`config.mk`:
```
export PLATFORM = sky130hd
export DESIGN_NAME = serial_subtractor
export DESIGN_NICKNAME = d
export VERILOG_FILES = /design/src/rtl/sub_pkg.sv /design/src/rtl/serial_subtractor_full_sub.sv /design/src/rtl/serial_subtractor.sv
export SDC_FILE = /design/constraint.sdc
export NUM_CORES = 1
export LEC_CHECK = 0
export ABC_AREA = 1
export BUFFER_PORTS_ARGS = -buffer_cell sky130_fd_sc_hd__buf_2
export CORE_MARGIN = 2
export CORE_UTILIZATION = 35
export CTS_CLUSTER_DIAMETER = 40
export DETAILED_ROUTE_END_ITERATION = 10
export PLACE_DENSITY = 0.56
export SLEW_MARGIN = 15
export SYNTH_ARGS = -nofsm -noshare
export SYNTH_HDL_FRONTEND = slang
export SYNTH_SLANG_ARGS = --single-unit
```
`constraint.sdc`:
```
create_clock -name clk -period 1.28 [get_ports clk]
set_input_delay 0.256 -clock clk [delete_from_list [all_inputs] [get_ports clk]]
set_output_delay 0.256 -clock clk [all_outputs]
set_load 0.02 [all_outputs]
```
`src/rtl/sub_pkg.sv`:
```
// Shared definitions for serial_subtractor: FSM state encoding and the
// parameter sanity check used at elaboration.
package sub_pkg;

  typedef enum logic [1:0] {
    IDLE = 2'd0,
    CALC = 2'd1,
    DONE = 2'd2
  } state_t;

  function automatic bit digit_ok(input int width, input int digit);
    return (width >= 2) && (digit >= 1) && (digit <= width) && ((width % digit) == 0);
  endfunction

endpackage

```
`src/rtl/serial_subtractor_full_sub.sv`:
```
// One-bit full subtractor cell: d = x - y - br, with borrow out.
module full_sub (
  input  logic i_x,
  input  logic i_y,
  input  logic i_br,
  output logic o_d,
  output logic o_br
);

  assign o_d  = i_x ^ i_y ^ i_br;
  assign o_br = (~i_x & i_y) | (~(i_x ^ i_y) & i_br);

endmodule

```
`src/rtl/serial_subtractor.sv`:
```
// Digit-serial subtractor: diff = a - b - bin over WIDTH bits, DIGIT bits per clock,
// valid/ready on both sides. Define SERIAL_SUB_SAT_EN to clamp underflow to zero.
module serial_subtractor
  import sub_pkg::*;
#(
  parameter int WIDTH = 8,
  parameter int DIGIT = 1
) (
  input  logic             clk,
  input  logic             rst,
  input  logic             in_valid,
  output logic             in_ready,
  input  logic [WIDTH-1:0] a,
  input  logic [WIDTH-1:0] b,
  input  logic             bin,
  output logic             out_valid,
  input  logic             out_ready,
  output logic [WIDTH-1:0] diff,
  output logic             bout,
  output logic             busy
);

  localparam int STEPS = WIDTH / DIGIT;
  localparam int CW    = (STEPS > 1) ? $clog2(STEPS) : 1;

  generate
    if (!digit_ok(WIDTH, DIGIT)) begin : g_bad_param
      $error("serial_subtractor: WIDTH must be >= 2 and a multiple of DIGIT");
    end
  endgenerate

  state_t           r_state;
  state_t           w_state_nxt;
  logic [WIDTH-1:0] r_a;
  logic [WIDTH-1:0] r_b;
  logic [WIDTH-1:0] r_diff;
  logic             r_br;
  logic [CW-1:0]    r_cnt;

  logic             w_in_ready;
  logic             w_accept;
  logic             w_last;
  logic [DIGIT-1:0] w_d;
  logic [DIGIT:0]   w_br;
  logic [WIDTH-1:0] w_diff_nxt;

  // Borrow ripples through DIGIT cells starting from the held borrow.
  assign w_br[0] = r_br;

  generate
    for (genvar gi = 0; gi < DIGIT; gi++) begin : g_cell
      full_sub u_cell (
        .i_x  (r_a[gi]),
        .i_y  (r_b[gi]),
        .i_br (w_br[gi]),
        .o_d  (w_d[gi]),
        .o_br (w_br[gi+1])
      );
    end

    if (DIGIT == WIDTH) begin : g_diff_full
      assign w_diff_nxt = w_d;
    end else begin : g_diff_shift
      assign w_diff_nxt = {w_d, r_diff[WIDTH-1:DIGIT]};
    end
  endgenerate

  assign w_last = (r_cnt == CW'(STEPS - 1));

  always_ff @(posedge clk or posedge rst) begin
    if (rst) r_state <= IDLE;
    else     r_state <= w_state_nxt;
  end

  always_comb begin
    w_state_nxt = r_state;
    w_in_ready  = 1'b0;
    case (r_state)
      IDLE: begin
        w_in_ready = 1'b1;
        if (in_valid) w_state_nxt = CALC;
      end
      CALC: begin
        if (w_last) w_state_nxt = DONE;
      end
      DONE: begin
        w_in_ready = out_ready;
        if (out_ready) w_state_nxt = in_valid ? CALC : IDLE;
      end
      default: w_state_nxt = IDLE;
    endcase
    w_accept = in_valid & w_in_ready;
  end

  always_ff @(posedge clk or posedge rst) begin
    if (rst) begin
      r_a    <= '0;
      r_b    <= '0;
      r_br   <= 1'b0;
      r_cnt  <= '0;
      r_diff <= '0;
    end else if (w_accept) begin
      r_a   <= a;
      r_b   <= b;
      r_br  <= bin;
      r_cnt <= '0;
    end else if (r_state == CALC) begin
      r_a    <= r_a >> DIGIT;
      r_b    <= r_b >> DIGIT;
      r_br   <= w_br[DIGIT];
      r_cnt  <= r_cnt + 1'b1;
      r_diff <= w_diff_nxt;
`ifdef SERIAL_SUB_SAT_EN
      // Underflow clamps to zero; bout still reports the borrow.
      if (w_last && w_br[DIGIT]) r_diff <= '0;
`endif
    end
  end

  assign in_ready  = w_in_ready;
  assign out_valid = (r_state == DONE);
  assign busy      = (r_state == CALC);
  assign diff      = r_diff;
  assign bout      = r_br;

endmodule
```
==> reports/qor.txt <==
status: completed
Worst Tran Pin Value: 0.373 ns
Tot Pwr: 5.11 mW
area of the core: 4290 sq um
cell area after synthesis: 1530 sq um
WS Path Type: reg2reg
CTS clk-pin slew, worst paths: 0.07 ns
Post-Syn Nets: 214
Placer Congestion: 0.689
maximum vdd drop: 1.20 mV
initial antenna violation count: 0
CTS sink cnt: 30
Synth async-reset ratio: 1.00
cell with the most instances after synthesis: nand2_1
TritonCTS buffer count: 5
power per cell area: 2450 nW/um^2
Post-synth EDFFs: 0
Post-synth top flop: dfrtp_1
Tmin final: 1.26 ns
Largest stage delay, worst path: 0.45 ns
Worst Reg-to-Reg Cells: 6
Fmax achieved: 794 MHz
CP Cell Sequence: buf_6, nor2_4, nand2_4, clkbuf_16, nand3_1, nand2_1
fin nets: 260
die area: 4920 sq um
vias in the first global route: 1291
Die X: 70.2 um
Avg Cell Area, Syn: 8.07 sq um
dpl hpwl: 2.30 mm
largest cells by area after synthesis: dfrtp_1 (49%), nand2_1 (22%), nand3b_1 (6.9%), nand3_1 (6.5%), inv_1 (2.4%)
capture point of the worst reg-to-reg path: r_a[3]
Reg2Reg Setup Slack: 0.02 ns
top cell type's share of synthesized area: 0.490
final setup violation count: 0
max cap viols: 0
CTS tree: built
share of cells above drive strength 1: 0.329
Detail Route Antenna Nets: 0
clk root buf: clkbuf_8
dpl ws: 0.146 ns
Worst setup EP type: register
IO Count: 33
Filler Cells Inserted: 422
Yosys top cell by area: dfrtp_1
Post-Place Cells: 275
Initial Util: 0.357
crit path max fanout: 7
vias: 1355
DRT Pass-1 Iters: 4
Worst Path Arrival: 1.43 ns
via density per instance: 4.69
worst-skew pair later-pin latency: 0.28 ns
synth cell count leaders: nand2_1 (91), dfrtp_1 (30), nand3_1 (20)
CP Data Required Time: 1.45 ns
Final period util: 0.984
final core utilization: 0.485
Ant. Diodes: 0
drt wl/cell: 12.6 um
gr usage total: 0.152
Final Hold Vio Count: 0
Max transition margin: 0.751
RSZ-0062 raised after global routing: yes
Post-Route WL: 3.63 mm
non-filler instance count after layout: 289
R2R Path Start: r_state[0]
CP max stage cell: dfrtp_2
synthesized flop and latch total: 30
Post-Synthesis Cells: 190
Residual DRC: 0
CTS H-tree lvls: 2
Longest Clk Path Bufs: 2
Worst setup endpoint: r_a[3]
pin count of the biggest net entering global routing: 30
leak pwr: 1.13 nW
critical path launch point: r_state[0]
Syn-to-layout area delta: 35.9%
DRT iter0 DRCs: 50
Seq/Total Area, Yosys: 0.490
Final Max Tran Viols: 0
first-pass GRT wire length: 5.89 mm
die height: 70.2 um
Synth cell types: 18
Worst Clk Skew: 0.00461 ns
Hold WC Path Type: in2reg
Warnings, synthesis: 0
grt total ovfl: 0
I/O Buffers: 32
FP Rows: 24
worst setup margin: 0.0201 ns
CP startpoint kind: register
## what timing repair did
| item | in CTS | in global routing |
|---|---|---|
| hold buffers | 1 | 0 |
| pin swaps | 2 | 3 |
| gates cloned | 0 | 3 |
| resized for setup | 9 | 19 |
| hold endpoints to repair | 7 | 0 |
| endpoints found under the setup margin | 3 | 17 |
| setup buffers | 2 | 0 |
## registers in the layout, indices dropped and copies added (netlist names)
register  flops
bout          1
diff          8
r_state       2
r_a           8
r_b           8
r_cnt         3
## critical path: cells and delay by family (launching register included)
family,cells,cell delay (ns)
buffers and inverters,2,0.32
flip-flops,1,0.45
AND/OR/NAND/NOR,4,0.37
## cell type report
| class | count | area, sq um | area share |
|---|---|---|---|
| clock buffers | 7 | 86.3 | 0.0414 |
| repair buffers | 49 | 405 | 0.195 |
| inverters | 11 | 41.3 | 0.0198 |
| clock inverters | 1 | 5.00 | 0.00240 |
| flip-flops and latches | 30 | 753 | 0.362 |
| multi-input cells | 139 | 727 | 0.349 |
| well taps | 52 | 65.1 | 0.0312 |
## worst min path at each step
stage               from       to  slack (ns)  cells after the start
CTS                 b[7]   r_b[7]        0.19                      3
global placement     rst  diff[6]        0.25                      2
detailed placement   rst  diff[4]        0.25                      2
floorplan            rst     bout        0.35                      1
global route        a[7]   r_a[7]        0.21                      3
finish              b[7]   r_b[7]        0.19                      3
## cells by family (layout without fill, tap and decap cells)
group	after synthesis	count (layout)	share of synthesized area
XOR/XNOR	1	1	0.00572
buffers and inverters	21	68	0.0775
adder cells (fa/ha/maj)	3	3	0.0294
flip-flops	30	30	0.490
AO/OA/AOI/OAI	4	4	0.0131
AND/OR/NAND/NOR	131	131	0.384
## stage by stage
stage	setup TNS, ns	hold WS [ns]	area, sq um
global route	-0.233	0.210	2080
global placement	0	0.247	1810
finish	0	0.188	2080
CTS	0	0.189	1950
floorplan	0	0.347	1530
detailed placement	0	0.247	1810
## where the power goes
part | internal, mW | switching, mW
combinational | 1.12 | 1.48
clock | 0.433 | 0.354
sequential | 1.41 | 0.303
total | 2.97 | 2.14
## per-layer routing
metal / track usage / up-vias / share of wire
li1: - / 686 / -
met1: 0.208 / 632 / 0.49
met2: 0.231 / 30 / 0.45
met3: 0.0418 / 7 / 0.039
met4: 0.0577 / 0 / 0.018
met5: 0 / - / 0
## placed cells by master, fill, tap and decap left out
cell type | netlist | routed
clkbuf_1 | 0 | 1
clkbuf_16 | 0 | 2
dfrtp_2 | 0 | 2
nor2_4 | 2 | 3
fa_1 | 1 | 1
clkbuf_8 | 0 | 6
clkinv_2 | 0 | 1
a21oi_2 | 0 | 1
nand3b_1 | 14 | 14
nand3_1 | 20 | 13
inv_2 | 1 | 3
buf_12 | 0 | 4
xor2_1 | 1 | 1
nand2_4 | 0 | 1
buf_2 | 2 | 29
buf_4 | 4 | 7
nand3_2 | 0 | 7
nand2_2 | 2 | 6
dlygate4sd3_1 | 0 | 1
dfrtp_1 | 30 | 28
nor2_1 | 2 | 1
ha_1 | 2 | 2
buf_6 | 3 | 6
nand2_1 | 91 | 86
inv_1 | 10 | 8
o21ai_0 | 3 | 3
No activity file was read; power rests on OpenSTA's default activity.
